$ cat config.mk
export PLATFORM = sky130hd
export DESIGN_NAME = fetch_unit
export DESIGN_NICKNAME = d
export VERILOG_FILES = /design/src/rtl/fetch_unit.sv
export SDC_FILE = /design/constraint.sdc
export NUM_CORES = 1
export LEC_CHECK = 0
export CAP_MARGIN = 20
export CORE_AREA = 2 2 171 173
export DETAILED_ROUTE_END_ITERATION = 7
export DIE_AREA = 0 0 173 175
export GPL_ROUTABILITY_DRIVEN = 0
export PLACE_DENSITY = 0.68
export RECOVER_POWER = 50
export SYNTH_ARGS = -nofsm -noshare
export SYNTH_HDL_FRONTEND = slang
export SYNTH_SLANG_ARGS = --single-unit
$ cat constraint.sdc
create_clock -name clk -period 3.2 [get_ports clk]
set_input_delay 0.64 -clock clk [delete_from_list [all_inputs] [get_ports clk]]
set_output_delay 0.64 -clock clk [all_outputs]
set_load 0.03 [all_outputs]
$ cat src/rtl/fetch_unit.sv
// Instruction fetch stage: owns the fetch PC, issues word requests to instruction
// memory under a 2-slot credit scheme and buffers returned words for decode.
module fetch_unit #(
   parameter logic [31:0]    RESET_PC = 32'h0000_0000,
   localparam int unsigned   XLEN     = 32,
   localparam int unsigned   OPW      = 7
) (
   input  logic            clk,
   input  logic            rst,
   output logic            imem_req_valid,
   input  logic            imem_req_ready,
   output logic [XLEN-1:0] imem_addr,
   input  logic            imem_rsp_valid,
   input  logic [XLEN-1:0] imem_rsp_data,
   input  logic            redirect_valid,
   input  logic [XLEN-1:0] redirect_pc,
   output logic            inst_valid,
   input  logic            inst_ready,
   output logic [XLEN-1:0] inst_data,
   output logic [XLEN-1:0] inst_pc,
   output logic [OPW-1:0]  inst_opcode
);

   typedef struct packed {
      logic [XLEN-1:0] pc;
      logic [XLEN-1:0] word;
   } fetch_entry_t;

   logic [XLEN-1:0] pc_q, pc_d;
   logic [1:0]      inflight_q, inflight_d;
   logic [1:0]      drop_q, drop_d;
   logic [1:0]      count_q, count_d;
   logic            rd_ptr_q, rd_ptr_d;
   fetch_entry_t    fifo_q [2];
   fetch_entry_t    fifo_d [2];
   logic [XLEN-1:0] rq_pc_q [2];
   logic [XLEN-1:0] rq_pc_d [2];
   logic            rq_wr_q, rq_wr_d;
   logic            rq_rd_q, rq_rd_d;

   logic            pop_c;
   logic            accept_c;
   logic            push_c;
   logic            wr_idx_c;
   logic [2:0]      occ_c;
   logic            redirect_lsb_unused;

   assign inst_valid  = (count_q != 2'd0);
   assign inst_data   = fifo_q[rd_ptr_q].word;
   assign inst_pc     = fifo_q[rd_ptr_q].pc;
   assign inst_opcode = inst_data[OPW-1:0];

   // Credit check: requests in flight plus buffered words never exceed two slots.
   assign pop_c          = inst_valid & inst_ready;
   assign occ_c          = 3'(inflight_q) + 3'(count_q) - 3'(pop_c);
   assign imem_req_valid = ~rst & ~redirect_valid & (occ_c < 3'd2);
   assign accept_c       = imem_req_valid & imem_req_ready;
   assign imem_addr      = {pc_q[XLEN-1:2], 2'b00};

   assign redirect_lsb_unused = ^redirect_pc[1:0];

   always_comb begin
      pc_d       = pc_q;
      inflight_d = inflight_q;
      drop_d     = drop_q;
      count_d    = count_q;
      rd_ptr_d   = rd_ptr_q;
      fifo_d     = fifo_q;
      rq_pc_d    = rq_pc_q;
      rq_wr_d    = rq_wr_q;
      rq_rd_d    = rq_rd_q;
      push_c     = 1'b0;
      wr_idx_c   = rd_ptr_q ^ count_q[0];

      // Every response retires its request PC, whether kept or discarded.
      if (imem_rsp_valid) begin
         rq_rd_d = ~rq_rd_q;
      end

      if (redirect_valid) begin
         // Squash the buffer and mark every unanswered request as stale.
         pc_d       = {redirect_pc[XLEN-1:2], 2'b00};
         count_d    = 2'd0;
         inflight_d = inflight_q - 2'(imem_rsp_valid);
         drop_d     = inflight_q - 2'(imem_rsp_valid);
      end else begin
         if (accept_c) begin
            pc_d             = pc_q + XLEN'(4);
            rq_pc_d[rq_wr_q] = pc_q;
            rq_wr_d          = ~rq_wr_q;
         end
         inflight_d = inflight_q + 2'(accept_c) - 2'(imem_rsp_valid);
         if (imem_rsp_valid) begin
            if (drop_q != 2'd0) begin
               drop_d = drop_q - 2'd1;
            end else begin
               push_c = 1'b1;
            end
         end
         if (push_c) begin
            fifo_d[wr_idx_c] = '{pc: rq_pc_q[rq_rd_q], word: imem_rsp_data};
         end
         if (pop_c) begin
            rd_ptr_d = ~rd_ptr_q;
         end
         count_d = count_q + 2'(push_c) - 2'(pop_c);
      end
   end

   always_ff @(posedge clk) begin
      if (rst) begin
         pc_q       <= RESET_PC;
         inflight_q <= 2'd0;
         drop_q     <= 2'd0;
         count_q    <= 2'd0;
         rd_ptr_q   <= 1'b0;
         fifo_q     <= '{default: '0};
         rq_pc_q    <= '{default: '0};
         rq_wr_q    <= 1'b0;
         rq_rd_q    <= 1'b0;
      end else begin
         pc_q       <= pc_d;
         inflight_q <= inflight_d;
         drop_q     <= drop_d;
         count_q    <= count_d;
         rd_ptr_q   <= rd_ptr_d;
         fifo_q     <= fifo_d;
         rq_pc_q    <= rq_pc_d;
         rq_wr_q    <= rq_wr_d;
         rq_rd_q    <= rq_rd_d;
      end
   end

endmodule

==> metrics.md <==
| Metric | Value |
|---|---|
| Outcome | complete, but fails checks |
| Failing checks | capacitance limit, slew limit |
| Pint | 5.37 mW |
| Clock Skew | 0.00798 ns |
| DP HPWL | around 16000 um |
| Layout area overhead | 29.9% |
| Mapped Cells | 1160 |
| Number of fill cells in the layout | 2790 |
| Setup slack, reg-to-reg | 0.36 ns |
| Pre-CTS WS | -0.276 ns |
| Initial antenna violation count | 0 |
| CTS Hold Bufs | 0 |
| Crit-path leading delay family | buffers and inverters |
| Actual slew at the worst max-slew pin | 1.93 ns |
| Post-synth EDFFs | 0 |
| Slowest stage cell, crit path | clkdlybuf4s50_1 |
| Critical Path Start | inst_ready |
| Post-Place Cell Area | 11700 sq um |
| Ant. Diodes | 0 |
| CP Data Arrival Time | 2.41 ns |
| Vias in the first global route | 7969 |
| Total core area | between 20000 and 30000 sq um |
| First-pass GRT wire length | 41800 um |
| Buf+Inv Stages, Crit Path | 2 |
| CTS H-tree lvls | 1 |
| Initial core utilization | 34.4% |
| Max FO, Critical Path | 3 |
| R2R depth | 11 |
| Post-route setup slack | about 0.15 ns |
| DRT iter0 DRCs | 529 |
| Avg Inst Size Synth | 8.42 sq um |
| Final Slew Violations | 32 |
| PwrDens | 571 nW/um^2 |
| Layout cells sized above 1 | 11.7% |
| Reg power frac | 41.8% |
| Synth top area cells | dfxtp_1, nand2_1, a21oi_1 |
| Drt total wl | 25600 um |
| Die height | 175 um |
| Reg-to-reg endpoint | pc_q[13]$_SDFFE_PP0P_ |
| Peak VDD IR | 345 uV |
| Clock Latency Late Sink | 0.52 ns |
| Total of max-cap violations | 1 |
| Asr flop ratio synth | 0% |
| Worst r2r src | inflight_q[1]$_SDFF_PP0_ |
| CTS tree | yes |
| Nets@finish | between 1000 and 1500 |
| Switch share | 25.8% |
| Distinct cell type count after synthesis | 51 |
| Worst path cell trace | clkdlybuf4s50_1 > nand2_1 > nor2_2 > o21ai_0 > fa_1 > xor2_1 > and3_1 > buf_4 |
| Clock power frac | 43.8% |
| Worst stage delay on the critical path | 0.52 ns |
| Gr usage total | 16.5% |
| Cts repair resizes | 0 |
| Synth warnings | 0 |
| Count leader, synth | dfxtp_1 |
| Power Total | just over 7 mW |
| Setup crit end kind | output pin |
| Detail Route Antenna Nets | 0 |
| Crit path required time | 2.56 ns |
| Grt total ovfl | 0 |
| Reg clk slew, reported paths | 0.05 ns |
| Register area share after synthesis | 45.7% |
| Row count | between 60 and 70 |
| Clock tree sinks | 223 |
| Vias/cell | ~5.0 |
| Hold depth | 2 |
| Cell taking the most area after synthesis | dfxtp_1 |
| Final Cell Area | 12700 sq um |
| End of the worst hold path | fifo_q[16]$_SDFFE_PP0P_ |
| Net switching power | roughly 1.9 mW |
| Type of the worst min-delay path | reg2reg |
| Power share of the combinational group | 14.4% |
| Crit path kind | in2out |
| Die ar. | 30300 sq um |
| Most common flop cell mapped by yosys | dfxtp_1 |
| RSZ-0062 raised after global routing | false |
| Ports | 175 |
| Die X | approximately 170 um |
| Worst slew margin | -28.7% |
| Leakage power | 4.33 nW |
| Final Hold Viols | 0 |
| Synth top area share | a little under half |
| Worst hold start | fifo_q[16]$_SDFFE_PP0P_ |
| Setup violations, final | 0 |
| Routed WL per cell | 15.3 um |
| Buffers on Ports | ~170 |
| DRC | 0 |
| Root Buffer | clkbuf_16 |
| Total CTS buffers | 26 |
| Crit share post-route | 95.3% |
| Pin count of the biggest net entering global routing | 115 |
| Most frequent cells after synthesis | dfxtp_1, nand2_1, a21oi_1 |
| Synthesized flop and latch total | roughly 220 |
| Post-Syn Area | just under 10000 sq um |
| Min cycle time layout | 3.05 ns |
| CP startpoint kind | primary input |
| TNS Setup | 0 ns |
| Initial DRT Pass Iterations | 5 |
| WHS | 0.451 ns |
| Clock buffer depth | 3 |
| F_max | 328 MHz |
| Post-CTS setup buffers | 0 |
| Via count | 8458 |
==> state kept, by name (all words and copies together), names as in the netlist <==
register and flops:
rd_ptr_q 1, drop_q 2, rq_rd_q 1, fifo_q 124, rq_wr_q 1, count_q 2
rq_pc_q 60, pc_q 30, inflight_q 2
==> final cells by class <==
cell class                 instances  area [sq um]  share of cell area [%]
tap                              384           480                    3.79
clock buffer                      40           795                    6.27
sequential                       223          4470                    35.2
inverter                          13          48.8                   0.385
multi-input combinational        812          4760                    37.5
timing repair buffer             197          1980                    15.6
clock inverter                     8           146                    1.15
==> through the flow <==
step	instances	utilization [%]
CTS	1675	44.5
detailed placement	1627	41.2
floorplan	1163	-
global route	1677	44.7
finish	1677	44.7
global placement	1627	41.2
==> layer usage <==
metal | up-vias | part of all wire (%) | global-route usage [%]
li1 | 4244 | - | -
met1 | 3945 | 48 | 23.5
met2 | 232 | 44 | 26.0
met3 | 37 | 6.7 | 3.44
met4 | 0 | 1.3 | 3.25
met5 | - | 0 | 0
==> worst max path at each step <==
| stage | to | cells past startpoint |
|---|---|---|
| 2_1_floorplan | inflight_q[1]$_SDFF_PP0_ | 17 |
| 3_3_place_gp | pc_q[13]$_SDFFE_PP0P_ | 13 |
| 3_5_place_dp | pc_q[13]$_SDFFE_PP0P_ | 13 |
| 4_1_cts | imem_req_valid | 8 |
| 5_1_grt | imem_req_valid | 8 |
| 6_report | imem_req_valid | 8 |
==> worst min-delay path: stages, from the launching register on <==
cell	delay, ns
dfxtp_1	0.30
nand2_1	0.05
a21oi_1	0.05
==> cell families after synthesis <==
group / count (synthesis) / synth area share, %
other: 1 / 0.0384
multiplexers: 95 / 10.5
AND/OR/NAND/NOR: 395 / 17.8
XOR/XNOR: 23 / 2.06
flip-flops: 223 / 45.7
AO/OA/AOI/OAI: 287 / 17.1
buffers and inverters: 128 / 5.68
adder cells (fa/ha/maj): 8 / 1.10
==> power groups by stage <==
stage               logic (mW)  clock network (mW)  registers, mW
floorplan                0.650                   0           3.07
global placement          1.04                   0           3.09
detailed placement        1.05                   0           3.09
CTS                       1.06                3.26           3.03
global route              1.13                3.38           3.05
finish                    1.04                3.17           3.03
==> layout by cell type, fill, tap and decap left out, drive strengths merged, types with 6 or more instances in the layout <==
cell	instances
nand3	38
clkbuf	42
inv	13
xnor2	17
nor4	11
dfxtp	223
dlygate4sd3	33
a21oi	152
nand2	212
clkdlybuf4s50	133
mux2	63
o21ai	44
nor3	13
buf	29
mux2i	32
xor2	6
a211oi	67
a22oi	6
nor2	87
ha	7
nand4	12
Power figures use the tool's default switching activity.
